## config.mk

```make
export PLATFORM = sky130hd
export DESIGN_NAME = sync_fifo_reader
export DESIGN_NICKNAME = d
export VERILOG_FILES = /design/src/rtl/fifo_pkg.sv /design/src/rtl/reader_skid_buf.sv /design/src/rtl/sync_fifo_reader.sv
export SDC_FILE = /design/constraint.sdc
export NUM_CORES = 1
export LEC_CHECK = 0
export CELL_PAD_IN_SITES_DETAIL_PLACEMENT = 1
export CELL_PAD_IN_SITES_GLOBAL_PLACEMENT = 2
export CORE_MARGIN = 8
export CORE_UTILIZATION = 35
export CTS_CLUSTER_SIZE = 20
export DETAILED_ROUTE_END_ITERATION = 6
export PLACE_DENSITY_LB_ADDON = 0.1
export REMOVE_ABC_BUFFERS = 1
export SYNTH_ARGS = -nofsm -noshare
export SYNTH_HDL_FRONTEND = slang
export SYNTH_SLANG_ARGS = --single-unit
```

## constraint.sdc

```tcl
create_clock -name clk -period 4.1 [get_ports clk]
set_input_delay 0.82 -clock clk [delete_from_list [all_inputs] [get_ports clk]]
set_output_delay 0.82 -clock clk [all_outputs]
set_load 0.03 [all_outputs]
```

## src/rtl/fifo_pkg.sv

```systemverilog
// Shared types and constants for the sync_fifo read-side slice.
package fifo_pkg;

   localparam int unsigned FIFO_DATA_WIDTH = 8;
   localparam int unsigned OCC_WIDTH       = 2;

   typedef struct packed {
      logic [FIFO_DATA_WIDTH-1:0] data;
      logic                       last;
   } buf_entry_t;

endpackage

```

## src/rtl/reader_skid_buf.sv

```systemverilog
// Two-entry in-order skid buffer absorbing the FIFO read latency.
module reader_skid_buf
   import fifo_pkg::*;
#(
   parameter int unsigned DATA_WIDTH = FIFO_DATA_WIDTH
) (
   input  logic                  clk,
   input  logic                  rst_n,
   input  logic                  wr,
   input  logic [DATA_WIDTH-1:0] wr_data,
   input  logic                  wr_last,
   input  logic                  rd,
   output logic [OCC_WIDTH-1:0]  occ,
   output logic [DATA_WIDTH-1:0] head_data,
   output logic                  head_last
);

   typedef struct packed {
      logic [DATA_WIDTH-1:0] data;
      logic                  last;
   } entry_t;

   entry_t               head_q, head_d, tail_q, tail_d, in_e;
   logic [OCC_WIDTH-1:0] occ_q, occ_d;

   // A write into a full buffer cannot occur: the issue logic caps occ + inflight at 2.
   always_comb begin
      in_e.data = wr_data;
      in_e.last = wr_last;
      head_d    = head_q;
      tail_d    = tail_q;
      occ_d     = occ_q;
      case (occ_q)
         2'd0: begin
            if (wr) begin
               head_d = in_e;
               occ_d  = 2'd1;
            end
         end
         2'd1: begin
            if (wr && rd) begin
               head_d = in_e;
            end else if (wr) begin
               tail_d = in_e;
               occ_d  = 2'd2;
            end else if (rd) begin
               occ_d  = 2'd0;
            end
         end
         default: begin
            if (rd) begin
               head_d = tail_q;
               if (wr) tail_d = in_e;
               else    occ_d  = 2'd1;
            end
         end
      endcase
   end

   always_ff @(posedge clk or negedge rst_n) begin
      if (!rst_n) begin
         head_q <= '0;
         tail_q <= '0;
         occ_q  <= '0;
      end else begin
         head_q <= head_d;
         tail_q <= tail_d;
         occ_q  <= occ_d;
      end
   end

   assign occ       = occ_q;
   assign head_data = head_q.data;
   assign head_last = head_q.last;

endmodule

```

## src/rtl/sync_fifo_reader.sv

```systemverilog
// Pops sync_fifo words and presents them as a framed valid/ready stream.
// A word in flight when rst_n asserts is lost; the FIFO has already popped it.
module sync_fifo_reader
   import fifo_pkg::*;
#(
   parameter int unsigned DATA_WIDTH = FIFO_DATA_WIDTH,
   parameter int unsigned BURST_LEN  = 8,
   parameter int unsigned CNT_WIDTH  = 16
) (
   input  logic                  clk,
   input  logic                  rst_n,
   input  logic                  enable,
   input  logic                  fifo_empty,
   input  logic [DATA_WIDTH-1:0] fifo_dout,
   output logic                  fifo_rd_en,
   output logic                  m_valid,
   input  logic                  m_ready,
   output logic [DATA_WIDTH-1:0] m_data,
   output logic                  m_last,
   output logic [CNT_WIDTH-1:0]  word_count,
   output logic                  idle
);

   localparam int unsigned          BI_W    = (BURST_LEN > 1) ? $clog2(BURST_LEN) : 1;
   localparam logic [BI_W-1:0]      BI_LAST = BI_W'(BURST_LEN - 1);
   localparam logic [OCC_WIDTH:0]   OUT_ONE = (OCC_WIDTH+1)'(1);
   localparam logic [OCC_WIDTH:0]   OUT_TWO = (OCC_WIDTH+1)'(2);

   logic                 inflight_q, inflight_d;
   logic                 tag_q, tag_d;
   logic [BI_W-1:0]      burst_idx_q, burst_idx_d;
   logic [CNT_WIDTH-1:0] word_count_q, word_count_d;
   logic [OCC_WIDTH-1:0] occ;
   logic [OCC_WIDTH:0]   outstanding;
   logic                 pop;
   logic                 head_last;

   assign pop         = m_valid && m_ready;
   assign outstanding = {1'b0, occ} + {{OCC_WIDTH{1'b0}}, inflight_q};

   // rst_n gates the pop so an asserted reset never consumes a FIFO word.
   assign fifo_rd_en = rst_n && enable && !fifo_empty &&
                       ((outstanding <= OUT_ONE) || ((outstanding == OUT_TWO) && pop));

   always_comb begin
      inflight_d   = fifo_rd_en;
      tag_d        = tag_q;
      burst_idx_d  = burst_idx_q;
      word_count_d = word_count_q + CNT_WIDTH'(pop);
      if (fifo_rd_en) begin
         tag_d       = (burst_idx_q == BI_LAST);
         burst_idx_d = (burst_idx_q == BI_LAST) ? '0 : burst_idx_q + BI_W'(1);
      end
   end

   always_ff @(posedge clk or negedge rst_n) begin
      if (!rst_n) begin
         inflight_q   <= 1'b0;
         tag_q        <= 1'b0;
         burst_idx_q  <= '0;
         word_count_q <= '0;
      end else begin
         inflight_q   <= inflight_d;
         tag_q        <= tag_d;
         burst_idx_q  <= burst_idx_d;
         word_count_q <= word_count_d;
      end
   end

   reader_skid_buf #(
      .DATA_WIDTH (DATA_WIDTH)
   ) u_skid (
      .clk       (clk),
      .rst_n     (rst_n),
      .wr        (inflight_q),
      .wr_data   (fifo_dout),
      .wr_last   (tag_q),
      .rd        (pop),
      .occ       (occ),
      .head_data (m_data),
      .head_last (head_last)
   );

   assign m_valid    = (occ != '0);
   assign m_last     = head_last;
   assign word_count = word_count_q;
   assign idle       = (occ == '0) && !inflight_q;

endmodule
```

---- Word-level counts from Yosys, hierarchy flattened ----
Index checks and enable logic that the tools add are counted.
operators by class
  add/subtract/negate cells ............... 3
  order comparisons ....................... 1
  eq/ne operators ......................... 8
  multiplexer cells ....................... 16
  bitwise logic cells ..................... 1
  reductions and logical operators ........ 17
operators by type and width
  operator                                             number
  2-to-1 mux 9 bit                                     6
  case mux 9 bit (2 select lines)                      2
  adder 16 x 1 -> 16 bit                               1
  2-to-1 mux 2 bit                                     6
  logical AND 1 bit                                    7
  AND reduction 3 bit                                  2
  AND reduction 5 bit                                  1
  != test 2 bit, second input constant                 2
  case mux 2 bit (2 select lines)                      1
  nonzero test 2 bit                                   2
  adder 2 x 1 -> 3 bit                                 1
  adder 3 x 1 -> 3 bit, second input constant          1
  == test 3 x 2 -> 1 bit, second input constant        1
  == test 3 bit, second input constant                 1
  <= comparator 3 x 1 -> 1 bit, second input constant  1
  2-to-1 mux 3 bit                                     1
  != test 3 x 1 -> 1 bit, second input constant        1
  != test 3 bit, second input constant                 1
  nonzero test 3 bit                                   1
  == test 2 x 1 -> 1 bit, second input constant        1
  logical NOT 1 bit                                    2
  logical NOT 2 bit                                    1
  != test 2 x 1 -> 1 bit, second input constant        1
  logical OR 1 bit                                     1
  inverter 1 bit                                       1
word-level totals
  register bits ........................... 41
  word-level logic and storage cells ...... 55

---- Logic depth before layout (Yosys ltp) ----
  word-level depth ........................ 6
  gate-level depth with buffers ........... 7

---- Cells and area by module ----
From an unflattened synthesis, not the netlist that was laid out.
unflattened totals
  cells, all modules ...................... 181
  area total of the unflattened synthesis .. 2105.8 µm²
modules (own cells, without submodules)
  module            instances  cells an instance  area an instance (µm²)  seq. area each (µm²)
  reader_skid_buf   1          97                 1102.3                  500.5
  sync_fifo_reader  1          84                 1003.5                  525.5

---- Least setup slack after synthesis ----
Ideal clock, no wire load.
  kind .................................... reg-to-output
  start point ............................. reg inflight_q
  end point ............................... out fifo_rd_en
  data arrival time ....................... 1.508 ns
  path slack .............................. 1.772 ns
  cell stages (with the launch flop) ...... 6
  cells stage by stage .................... dfrtp_1 -> ha_1 -> ha_1 -> nor2_1 -> a41oi_2 -> nor3_4
on the way
  word-level cells in the longest chain between the ends .. 5
  elaborated cells between the ends (all ways) .. 6
ends and longest elaborated chain
  item                                                                                  RTL line                source
  from (decl)                                                                           sync_fifo_reader.sv:29  logic inflight_q, inflight_d;
  from (signal assigned)                                                                sync_fifo_reader.sv:63  inflight_q <= inflight_d;
  adder 2 x 1 -> 3 bit (*)                                                              sync_fifo_reader.sv:39  assign outstanding = {1'b0, occ} + {{OCC_WIDTH{1'b0}}, inflight_q};
  parallel branches: the longest is 2 deep, another holds <= comparator 3 x 1 -> 1 bit  n/a
  logical OR 1 bit (*)                                                                  sync_fifo_reader.sv:43  ((outstanding <= OUT_ONE) || ((outstanding == OUT_TWO) && pop));
  logical AND 1 bit (*)                                                                 sync_fifo_reader.sv:42  assign fifo_rd_en = rst_n && enable && !fifo_empty &&
  to (decl)                                                                             sync_fifo_reader.sv:15  output logic fifo_rd_en,
Every way passes the cells marked *.

---- Worst setup path in the final report ----
  start point ............................. reg u_skid.occ_q[1] (netlist: u_skid.occ[1])
  end point ............................... out fifo_rd_en
on the way
  word-level cells in the longest chain between the ends .. 5
  elaborated cells between the ends (all ways) .. 8
ends and longest elaborated chain
  item                                                                          RTL line                source
  from (decl)                                                                   reader_skid_buf.sv:24   logic [OCC_WIDTH-1:0] occ_q, occ_d;
  from (signal assigned)                                                        reader_skid_buf.sv:64   occ_q <= '0;
  from (signal assigned)                                                        reader_skid_buf.sv:68   occ_q <= occ_d;
  parallel branches: the longest is 3 deep, another holds adder 2 x 1 -> 3 bit  n/a
  logical OR 1 bit (*)                                                          sync_fifo_reader.sv:43
  logical AND 1 bit (*)                                                         sync_fifo_reader.sv:42
Marked as above.

==> metrics <==
number of buffers added to fix hold violations after cts=0; most frequent cells in the layout=dfrtp_1 (41), clkdlybuf4s50_1 (39), nor2_1 (16), xnor2_1 (12), mux2_2 (12); clk sink count=41; arrival time reported for the critical path endpoint=2.84 ns; DRT iter0 DRCs=20; final worst-path cycle share=0.893; initial antenna violation count=0; Largest stage delay, worst path=0.79 ns; area overhead of the layout relative to synthesis=31.2%; number of cells produced by synthesis=151; setup repair after global routing missed its margin=no; Crit path required time=3.28 ns; half-perimeter wire length after placement=2920 um; Cell Area, Synth=1830 um^2; max_slew headroom=0.473; Mean Syn Cell Area=12.1 um^2; clock tree from TritonCTS=yes; leakage power summed over all cells=1.01 nW; Fin Setup TNS=0 ns; Hold Violations, Final=0; maximum achievable frequency=273 MHz; total wire length after detailed routing=3980 um; post-detailed-route wirelength per cell=14.9 um; beginning of the worst hold path=word_count[15]; Std-Cell Core Area=5070 um^2; critical path startpoint category=flop; kind of capture point of the worst setup path=output port; Port Buffer Count=40; max capacitance violation total=0; flip-flop and latch area=1030 um^2; H-tree depth reported by CTS=2; worst hold path cell count=1; reg-to-reg slack, setup=1.47 ns; x dimension of the die=88.2 um; final max-slew violation count=0; number of placement rows=26; fin crit period=3.66 ns; ANT cells=0; Critical R2R Capture=word_count[12]; count of TritonRoute iterations in the first routing pass=4; clock skew after layout=0.00832 ns; class of the most critical setup path=reg2out; worst slew pin tran=0.790 ns; area of the multi-input gates=751 um^2; Final setup viols=0; number of ports placed on the die boundary=41; cell area after placement=2290 um^2; post-CTS clock slew at the launch and capture registers of the worst setup and hold paths=0.08 ns; wire length of the first global-routing pass=6710 um; total number of nets in the final design=215; synth warn=0; Placer Congestion=0.721; pin count of the biggest net entering global routing=42; overflow left after global routing=0; vias post-DR=1,253; path category of the worst min-delay check=reg2reg; antenna-violating nets left=0; die outline height=88.2 um; post-CTS setup buffer count=0; vias in the first global route=1,361; Worst Path Max Fanout=16; Synth Register Bits=41; via density per instance=4.69; cells traversed along the worst timing path=inv_1 -> ha_1 -> a41oi_2 -> nor3_4 -> clkdlybuf4s50_1; starting utilization of the core area=0.360; fraction of final layout cells with drive strength greater than 1=0.132; post-layout instance area=2390 um^2; maximum resistive drop on vdd=336 uV; Layout fillers=568; overall power of the completed layout=1.25 mW; leading cell type in the layout, fill and taps excluded=dfrtp_1; library cell used as clock root buffer=clkbuf_8; library cell contributing the largest single delay on the critical path=dfrtp_1; proportion of synthesized chip area in sequential cells=0.562; clock network latency to the later pin of the worst-skew pair=0.29 ns; pwr/cell area=520 nW/um^2; number of buffers created by CTS=5; total routing resource utilization after global routing=0.111; result of the run=finished clean; cts repair resizes=0; post-route DRC violation count=0; Worst Hold Path EP=word_count[15]; Max Buffers Root-to-Sink=2; reg2reg path depth=7; area of the die=7780 um^2; number of library cell types mapped by synthesis=28; beginning of the worst register-to-register path=u_skid.occ[1]
[through the flow]
| step | setup slack (ns) | hold slack [ns] | util | instances |
|---|---|---|---|---|
| 4_1_cts | 0.400 | 0.479 | 0.472 | 267 |
| 3_5_place_dp | 0.646 | 0.469 | 0.452 | 259 |
| 6_report | 0.439 | 0.469 | 0.472 | 267 |
| 2_1_floorplan | 1.54 | 0.476 | - | 148 |
| 5_1_grt | 0.264 | 0.515 | 0.472 | 267 |
| 3_3_place_gp | 0.702 | 0.458 | 0.452 | 259 |
[worst max-delay path: cells and delay by family, from the launching register on]
| family | cells | cell delay (ns) |
|---|---|---|
| buffers and inverters | 2 | 0.96 |
| flip-flops | 1 | 0.79 |
| adder cells (fa/ha/maj) | 1 | 0.35 |
| AND/OR/NAND/NOR | 1 | 0.31 |
| AO/OA/AOI/OAI | 1 | 0.13 |
[synth_stat cells]
cell type | instances | area share
mux2_2 | 12 | 0.074
inv_1 | 7 | 0.014
nand2_1 | 8 | 0.016
ha_1 | 6 | 0.041
mux2i_1 | 9 | 0.049
nor2b_1 | 1 | 0.0034
or2_2 | 1 | 0.0034
xnor2_1 | 12 | 0.058
and4_1 | 1 | 0.0048
nor4_1 | 2 | 0.0069
o21ai_0 | 2 | 0.0055
nand2b_1 | 1 | 0.0034
o211ai_1 | 2 | 0.0082
buf_1 | 1 | 0.0021
mux2_1 | 1 | 0.0062
or2_1 | 1 | 0.0034
a21oi_1 | 9 | 0.025
buf_4 | 1 | 0.0041
nor2_1 | 16 | 0.033
xor2_1 | 3 | 0.014
a22oi_2 | 1 | 0.0069
dfrtp_1 | 41 | 0.56
nand3_1 | 5 | 0.014
a41oi_2 | 1 | 0.0089
buf_6 | 1 | 0.0062
nor3_4 | 1 | 0.0089
nand4_1 | 4 | 0.014
o22ai_1 | 1 | 0.0034
[state kept, by name, indices dropped and copies added (netlist names)]
| register | count |
|---|---|
| word_count | 16 |
| u_skid.tail_q | 9 |
| u_skid.head_data | 8 |
| burst_idx_q | 3 |
| u_skid.occ | 2 |
| inflight_q | 1 |
| tag_q | 1 |
| u_skid.head_last | 1 |
[power by group]
group / internal [mW] / leakage, nW / switching (mW)
combinational: 0.182 / 0.443 / 0.211
sequential: 0.499 / 0.517 / 0.0682
clock: 0.152 / 0.0542 / 0.133
total: 0.834 / 1.01 / 0.413
[worst max-delay path by stage]
stage | start | endpoint | slack [ns] | depth (start not counted)
after global placement | m_ready | fifo_rd_en | 0.70 | 4
after CTS | u_skid.occ[1] | fifo_rd_en | 0.40 | 5
after detailed placement | m_ready | fifo_rd_en | 0.65 | 4
after floorplan | u_skid.occ[1] | fifo_rd_en | 1.54 | 3
after global routing | u_skid.occ[1] | fifo_rd_en | 0.26 | 5
final | u_skid.occ[1] | fifo_rd_en | 0.44 | 5
[kinds of logic after synthesis]
family / synth area share
XOR/XNOR: 0.0720
flip-flops: 0.562
AND/OR/NAND/NOR: 0.111
AO/OA/AOI/OAI: 0.0576
multiplexers: 0.130
buffers and inverters: 0.0267
adder cells (fa/ha/maj): 0.0411
[layer usage]
layer	share of wire	GRT usage	vias up
met3	0.065	0.0464	2
met5	0	0	-
met1	0.47	0.137	616
li1	-	-	610
met4	0.0053	0.0384	0
met2	0.46	0.170	25
[final cells by class]
cell class,instances,area share
clock buffer,7,0.0402
tap,70,0.0366
timing repair buffer,41,0.168
sequential,41,0.428
multi-input combinational,100,0.313
inverter,7,0.0110
clock inverter,1,0.00209
Note: power is estimated with default switching activity, not from simulation.
